`src/rtl/mem_arbiter_if.sv`:
```
// Bundles the fetch port, the data port and the shared memory port of the arbiter.
// Latency: none (wires only).
// Backpressure: stall/done handshake carried per port; memory completion by mem_done pulse.
interface mem_arbiter_if;
  // fetch port (read-only)
  logic        i_rd;
  logic [15:0] i_addr;
  logic [15:0] i_data_out;
  logic        i_done;
  logic        i_stall;
  logic        i_err;
  // data port (read/write)
  logic        d_rd;
  logic        d_wr;
  logic [15:0] d_addr;
  logic [15:0] d_wr_data;
  logic [15:0] d_data_out;
  logic        d_done;
  logic        d_stall;
  logic        d_err;
  // shared memory
  logic        mem_rd;
  logic        mem_wr;
  logic [15:0] mem_addr;
  logic [15:0] mem_data_in;
  logic        mem_done;
  logic        mem_stall;
  logic [15:0] mem_data_out;
  logic        mem_err;

  // arbiter side
  modport slave (
    input  i_rd, i_addr, d_rd, d_wr, d_addr, d_wr_data,
    input  mem_done, mem_stall, mem_data_out, mem_err,
    output i_data_out, i_done, i_stall, i_err,
    output d_data_out, d_done, d_stall, d_err,
    output mem_rd, mem_wr, mem_addr, mem_data_in
  );

  // requester/memory side
  modport master (
    output i_rd, i_addr, d_rd, d_wr, d_addr, d_wr_data,
    output mem_done, mem_stall, mem_data_out, mem_err,
    input  i_data_out, i_done, i_stall, i_err,
    input  d_data_out, d_done, d_stall, d_err,
    input  mem_rd, mem_wr, mem_addr, mem_data_in
  );
endinterface

```
`src/rtl/mem_arbiter.sv`:
```
// Arbitrates fetch (I) and data (D) ports onto one multi-cycle memory; D has priority, I gets a starvation guard.
// Latency: issue in the request cycle when IDLE; done in the mem_done cycle; next issue one cycle after done.
// Backpressure: requesters see x_stall until x_done; one outstanding memory access at a time.
module mem_arbiter #(
  parameter int unsigned STARVE_LIMIT = 4
) (
  input  logic         clk,
  input  logic         rst,
  mem_arbiter_if.slave bus
);

  localparam logic [3:0] LIMIT = 4'(STARVE_LIMIT);

  typedef enum logic [1:0] {IDLE, BUSY_I, BUSY_D} state_t;

  state_t      state_q, state_d;
  logic [3:0]  starve_cnt_q, starve_cnt_d;
  logic        err_q, err_d;
  logic [15:0] addr_q, addr_d;
  logic [15:0] wdata_q, wdata_d;

  logic d_req;
  logic d_illegal;
  logic i_forced;

  // mem_stall is informational only; sequencing relies on mem_done
  logic unused_mem_stall;
  assign unused_mem_stall = bus.mem_stall;

  assign d_req     = bus.d_rd | bus.d_wr;
  assign d_illegal = bus.d_rd & bus.d_wr;
  // I is forced through once D has won LIMIT grants in a row while I waited
  assign i_forced  = bus.i_rd && (starve_cnt_q == LIMIT);

  // Next-state, issue and completion logic
  always_comb begin
    state_d      = state_q;
    starve_cnt_d = starve_cnt_q;
    err_d        = err_q;
    addr_d       = addr_q;
    wdata_d      = wdata_q;

    bus.mem_rd      = 1'b0;
    bus.mem_wr      = 1'b0;
    bus.mem_addr    = 16'h0;
    bus.mem_data_in = 16'h0;
    bus.i_done      = 1'b0;
    bus.i_err       = 1'b0;
    bus.i_data_out  = 16'h0;
    bus.d_done      = 1'b0;
    bus.d_err       = 1'b0;
    bus.d_data_out  = 16'h0;

    unique case (state_q)
      IDLE: begin
        if (d_illegal) begin
          // read+write together is rejected on the spot; I is held off this cycle too
          bus.d_done = 1'b1;
          bus.d_err  = 1'b1;
        end else if (d_req && !i_forced) begin
          bus.mem_rd      = bus.d_rd;
          bus.mem_wr      = bus.d_wr;
          bus.mem_addr    = bus.d_addr;
          bus.mem_data_in = bus.d_wr_data;
          addr_d          = bus.d_addr;
          wdata_d         = bus.d_wr_data;
          err_d           = bus.mem_err;
          state_d         = BUSY_D;
          if (bus.i_rd) begin
            starve_cnt_d = (starve_cnt_q >= LIMIT) ? LIMIT : starve_cnt_q + 4'd1;
          end else begin
            starve_cnt_d = 4'd0;
          end
        end else if (bus.i_rd) begin
          bus.mem_rd      = 1'b1;
          bus.mem_addr    = bus.i_addr;
          bus.mem_data_in = 16'h0;
          addr_d          = bus.i_addr;
          wdata_d         = 16'h0;
          err_d           = bus.mem_err;
          starve_cnt_d    = 4'd0;
          state_d         = BUSY_I;
        end
      end
      BUSY_I: begin
        bus.mem_addr    = addr_q;
        bus.mem_data_in = wdata_q;
        if (bus.mem_done) begin
          bus.i_done     = 1'b1;
          bus.i_data_out = bus.mem_data_out;
          bus.i_err      = err_q | bus.mem_err;
          state_d        = IDLE;
        end
      end
      BUSY_D: begin
        bus.mem_addr    = addr_q;
        bus.mem_data_in = wdata_q;
        if (bus.mem_done) begin
          bus.d_done     = 1'b1;
          bus.d_data_out = bus.mem_data_out;
          bus.d_err      = err_q | bus.mem_err;
          state_d        = IDLE;
        end
      end
      default: state_d = IDLE;
    endcase

    // While reset is asserted every output reads as idle, whatever the old state was
    if (rst) begin
      bus.mem_rd      = 1'b0;
      bus.mem_wr      = 1'b0;
      bus.mem_addr    = 16'h0;
      bus.mem_data_in = 16'h0;
      bus.i_done      = 1'b0;
      bus.i_err       = 1'b0;
      bus.i_data_out  = 16'h0;
      bus.d_done      = 1'b0;
      bus.d_err       = 1'b0;
      bus.d_data_out  = 16'h0;
    end
  end

  // Stall covers the wait for arbitration as well as the memory latency
  always_comb begin
    bus.i_stall = 1'b0;
    bus.d_stall = 1'b0;
    if (!rst) begin
      bus.i_stall = bus.i_rd & ~bus.i_done;
      bus.d_stall = d_req & ~bus.d_done;
    end
  end

  // State and latched-issue registers
  always_ff @(posedge clk) begin
    if (rst) begin
      state_q      <= IDLE;
      starve_cnt_q <= 4'd0;
      err_q        <= 1'b0;
      addr_q       <= 16'h0;
      wdata_q      <= 16'h0;
    end else begin
      state_q      <= state_d;
      starve_cnt_q <= starve_cnt_d;
      err_q        <= err_d;
      addr_q       <= addr_d;
      wdata_q      <= wdata_d;
    end
  end

endmodule

```
`src/flat_wrapper.sv`:
```
// flat-port wrapper written by rule: the top's interface ports become plain ports
module mem_arbiter_flat 
#(
  parameter int unsigned STARVE_LIMIT = 4
)
  (clk, rst, bus_i_rd, bus_i_addr, bus_d_rd, bus_d_wr, bus_d_addr, bus_d_wr_data, bus_mem_done, bus_mem_stall, bus_mem_data_out, bus_mem_err, bus_i_data_out, bus_i_done, bus_i_stall, bus_i_err, bus_d_data_out, bus_d_done, bus_d_stall, bus_d_err, bus_mem_rd, bus_mem_wr, bus_mem_addr, bus_mem_data_in);
  mem_arbiter_if bus_i ();
  input  logic clk;
  input  logic rst;
  input wire logic [$bits(bus_i.i_rd)-1:0] bus_i_rd;
  input wire logic [$bits(bus_i.i_addr)-1:0] bus_i_addr;
  input wire logic [$bits(bus_i.d_rd)-1:0] bus_d_rd;
  input wire logic [$bits(bus_i.d_wr)-1:0] bus_d_wr;
  input wire logic [$bits(bus_i.d_addr)-1:0] bus_d_addr;
  input wire logic [$bits(bus_i.d_wr_data)-1:0] bus_d_wr_data;
  input wire logic [$bits(bus_i.mem_done)-1:0] bus_mem_done;
  input wire logic [$bits(bus_i.mem_stall)-1:0] bus_mem_stall;
  input wire logic [$bits(bus_i.mem_data_out)-1:0] bus_mem_data_out;
  input wire logic [$bits(bus_i.mem_err)-1:0] bus_mem_err;
  output wire logic [$bits(bus_i.i_data_out)-1:0] bus_i_data_out;
  output wire logic [$bits(bus_i.i_done)-1:0] bus_i_done;
  output wire logic [$bits(bus_i.i_stall)-1:0] bus_i_stall;
  output wire logic [$bits(bus_i.i_err)-1:0] bus_i_err;
  output wire logic [$bits(bus_i.d_data_out)-1:0] bus_d_data_out;
  output wire logic [$bits(bus_i.d_done)-1:0] bus_d_done;
  output wire logic [$bits(bus_i.d_stall)-1:0] bus_d_stall;
  output wire logic [$bits(bus_i.d_err)-1:0] bus_d_err;
  output wire logic [$bits(bus_i.mem_rd)-1:0] bus_mem_rd;
  output wire logic [$bits(bus_i.mem_wr)-1:0] bus_mem_wr;
  output wire logic [$bits(bus_i.mem_addr)-1:0] bus_mem_addr;
  output wire logic [$bits(bus_i.mem_data_in)-1:0] bus_mem_data_in;
  assign bus_i.i_rd = bus_i_rd;
  assign bus_i.i_addr = bus_i_addr;
  assign bus_i.d_rd = bus_d_rd;
  assign bus_i.d_wr = bus_d_wr;
  assign bus_i.d_addr = bus_d_addr;
  assign bus_i.d_wr_data = bus_d_wr_data;
  assign bus_i.mem_done = bus_mem_done;
  assign bus_i.mem_stall = bus_mem_stall;
  assign bus_i.mem_data_out = bus_mem_data_out;
  assign bus_i.mem_err = bus_mem_err;
  assign bus_i_data_out = bus_i.i_data_out;
  assign bus_i_done = bus_i.i_done;
  assign bus_i_stall = bus_i.i_stall;
  assign bus_i_err = bus_i.i_err;
  assign bus_d_data_out = bus_i.d_data_out;
  assign bus_d_done = bus_i.d_done;
  assign bus_d_stall = bus_i.d_stall;
  assign bus_d_err = bus_i.d_err;
  assign bus_mem_rd = bus_i.mem_rd;
  assign bus_mem_wr = bus_i.mem_wr;
  assign bus_mem_addr = bus_i.mem_addr;
  assign bus_mem_data_in = bus_i.mem_data_in;
  mem_arbiter #(.STARVE_LIMIT(STARVE_LIMIT)) u_core (.clk(clk), .rst(rst), .bus(bus_i));
endmodule
```
`config.mk`:
```
export PLATFORM = sky130hd
export DESIGN_NAME = mem_arbiter_flat
export DESIGN_NICKNAME = d
export VERILOG_FILES = /design/src/rtl/mem_arbiter_if.sv /design/src/rtl/mem_arbiter.sv /design/src/flat_wrapper.sv
export SDC_FILE = /design/constraint.sdc
export NUM_CORES = 1
export LEC_CHECK = 0
export CAP_MARGIN = 20
export CORE_ASPECT_RATIO = 0.9
export CORE_MARGIN = 1.5
export CORE_UTILIZATION = 39
export CTS_BUF_LIST = sky130_fd_sc_hd__clkbuf_4 sky130_fd_sc_hd__clkbuf_8 sky130_fd_sc_hd__clkbuf_16
export DETAILED_ROUTE_END_ITERATION = 7
export HOLD_SLACK_MARGIN = 0.1
export PLACE_DENSITY = 0.8
export SLEW_MARGIN = 25
export SYNTH_ARGS = -nofsm -noshare
export SYNTH_HDL_FRONTEND = slang
export SYNTH_SLANG_ARGS = --single-unit
```
`constraint.sdc`:
```
create_clock -name clk -period 2.15 [get_ports clk]
set_clock_uncertainty 0.15 [all_clocks]
set_input_delay 0.3225 -clock clk [delete_from_list [all_inputs] [get_ports clk]]
set_output_delay 0.3225 -clock clk [all_outputs]
set_load 0.03 [all_outputs]
```
==> metrics.cfg, run 1 <==
[status]
outcome = finished with violations
violations = setup timing

[clock_tree]
cts_made_buffers = 5
insertion_delay_ns = 0.30
max-clock-path-buffers = 2
clock-sinks = 39
cts.clk_slew.worst_paths_ns = 0.08
root_buffer = clkbuf_8
htree_levels = 2
cts_tree = yes

[die]
coreArea_mm2 = 0.006250
rows = 27
initial_utilization = 0.4102
die_area_mm2 = 0.007070
die_y_um = 79.92
die_w_um = 88.47
io_pins = 144

[setup_path]
r2r_slack_ns = -0.06
r2r-end = u_core.wdata_q[8]
timing.rr.start = u_core.starve_cnt_q[0]
reg2reg_depth = 11
critPathRequiredTime_ns = 1.68
cp-end-kind = output pin
path_class = flop to output pin
critPathMaxFanout = 7
cp.arrival_ns = 2.04
crit_start = u_core.starve_cnt_q[2]
cp-start-kind = flop

[placement]
port_buffers = 142
placed_cells = 572
dp_hpwl_um = 6658
gp_congestion = 0.8198

[timing]
fmax_mhz = 398.5
rsz0062_at_grt = yes
whs_ns = 0.3301
setup_viol = 46
worst_pin_slew_ns = 0.4534
final_max_slew_viol_count = 0
fin_ws_ns = -0.3597
fin_crit_sh = 1.167
hold_violations = 0
maxSlewHeadroom = 0.6977
fin_crit_ns = 2.510

[synthesis]
postSynthCellCount = 325
synth-warning-count = 0
synth_top_area_frac = 0.3045
ys_top_cells_by_area = dfxtp_1 30%, a32o_1 12%, a21oi_1 10%
syn_nets = 403
ys_seq_elements = 39
ys.flop_type = dfxtp_1
synthArstFlopShare = 0
netlist_area_mm2 = 0.002564
synth_top_cell_by_area = dfxtp_1
synth-seq-area-share = 0.3045
synth-edff-count = 0
yosys.cell_types.count = 39
avgSynthCellArea_um2 = 7.888

[global_route]
gr-usage-met1 = 0.3802
grt_util_met3 = 0.07963
grt_pass1_wl_um = 18570
grt_use_met2 = 0.6046
busiest_layer = met2
grt_max_degree = 33
grt_usage = 0.3427
grt_pass1_vias = 3622
grt_antenna_before_repair = 0
grt-ovfl-total = 0

[drt]
wl_um = 13760
detail_route.wl_per_cell_um = 22.52
firstDrtPassIters = 5
drc_errors = 0
first_iter_violations = 338
detail_route.vias_per_cell = 6.373
route.vias.total = 3894
antenna_left = 0

[power]
power_switching_uw = 1287
power_density_mw_per_mm2 = 582.4
clkPwrFrac = 0.169
p_total_uw = 3132
power_frac_seq = 0.290
vdd_ir_drop_max_uv = 413.2
p_leak_uw = 0.002307
swShare = 0.4109
combPwrFrac = 0.541
p_int_uw = 1845

[hold_path]
hp-start = u_core.wdata_q[2]
min_to = u_core.wdata_q[2]
hold_class = flop to flop
hold-path-cell-count = 1

[layout]
final_cell_mix = 99 x buf_4, 66 x clkdlybuf4s50_1, 52 x a21oi_1
final_common_cell = buf_4
diodes = 0
area_delta_synth_final_pct = 109.8
instances_no_fill = 611
nFillCells = 331
drive_gt1_frac = 0.4905
nets = 601

[job]
drv_cap = 0

## how the worst max path moves through the flow
stage	depth (start not counted)	endpoint	slack [ns]
6_report	8	bus_mem_addr[8]	-0.36
4_1_cts	10	bus_mem_data_in[8]	-0.27
2_1_floorplan	6	bus_mem_addr[1]	-0.06
3_5_place_dp	8	bus_mem_addr[4]	-0.50
5_1_grt	10	bus_mem_addr[8]	-0.43
3_3_place_gp	8	bus_mem_addr[0]	-0.44
## per-layer routing
metal | vias up | share of wire
met4 | 0 | 0.067
li1 | 1644 | -
met5 | - | 0
met1 | 1836 | 0.36
met2 | 318 | 0.48
met3 | 96 | 0.097
## power by group through the flow
| stage | Clock (uW) | Sequential (uW) | Combinational [uW] |
|---|---|---|---|
| final | 531 | 907 | 1690 |
| after global routing | 560 | 910 | 1760 |
| after CTS | 513 | 880 | 1520 |
| after detailed placement | 0 | 884 | 1290 |
| after global placement | 0 | 878 | 1260 |
| after floorplan | 0 | 869 | 771 |
## stage by stage
stage               area [um^2]  utilization  setup TNS (ns)  setup WS (ns)
floorplan                  2721            -         -0.2725       -0.06000
global placement           4393       0.7029          -15.60        -0.4436
detailed placement         4393       0.7029          -17.73        -0.5038
CTS                        5114       0.8182          -7.507        -0.2716
global route               5379       0.8607          -13.50        -0.4309
finish                     5379       0.8607          -10.84        -0.3597
## synth_stat cells, drive strengths merged, types with 2 or more instances
cell type  count
nor3          17
a221oi        16
nand2         23
o21ai         16
a32o          32
clkbuf        20
buf           13
o211ai         2
nand3          5
nor2          40
ha             6
a21oi         52
and3          19
nor3b          3
dfxtp         39
or2            2
inv            7
## sequential cells by signal, indices dropped and copies added (netlist names)
register	cells
u_core.starve_cnt_q	4
u_core.state_q	2
u_core.err_q	1
u_core.wdata_q	16
u_core.addr_q	16
## worst max-delay path: stages, from the launching register on
cell and delay (ns):
dfxtp_1 0.51, nand4b_4 0.18, buf_12 0.18, buf_12 0.13, and3_4 0.16, a221oi_2 0.19
buf_4 0.18, nor3_4 0.05, buf_6 0.16
## cell families after synthesis
group / Yosys count / share of synthesized area
and+or+nand+nor: 113 / 0.2284
AOI/OAI and AO/OA: 125 / 0.3480
buffers and inverters: 41 / 0.08394
muxes: 1 / 0.005855
adders and majority gates: 6 / 0.02928
DFF: 39 / 0.3045
## area by class of cell
type | count | area [um^2] | share of cell area
Clock buffer | 6 | 76.32 | 0.01419
Clock inverter | 2 | 12.51 | 0.002326
Inverter | 8 | 33.78 | 0.006281
Multi-Input combinational cell | 246 | 2107 | 0.3917
Sequential cell | 39 | 785.8 | 0.1461
Tap cell | 87 | 108.9 | 0.02024
Timing Repair Buffer | 223 | 2255 | 0.4192
## timing repair
item                                    4_1_cts  5_1_grt
gates cloned                                  6        3
buffers inserted                             14       13
pin swaps                                    47       38
hold buffers                                  0        0
endpoints found under the setup margin       35       70
hold endpoints to repair                      0        0
gates resized for setup                      91       33
Power figures use the tool's default switching activity.
==> inputs of run 2 (changes only) <==
--- a/config.mk
+++ b/config.mk
@@ -13,7 +13,6 @@
 export DETAILED_ROUTE_END_ITERATION = 7
 export HOLD_SLACK_MARGIN = 0.1
 export PLACE_DENSITY = 0.8
-export SLEW_MARGIN = 25
 export SYNTH_ARGS = -nofsm -noshare
 export SYNTH_HDL_FRONTEND = slang
 export SYNTH_SLANG_ARGS = --single-unit
==> results of run 2 <==
No change in the layout: final DEF, timing and power equal those of run 1.
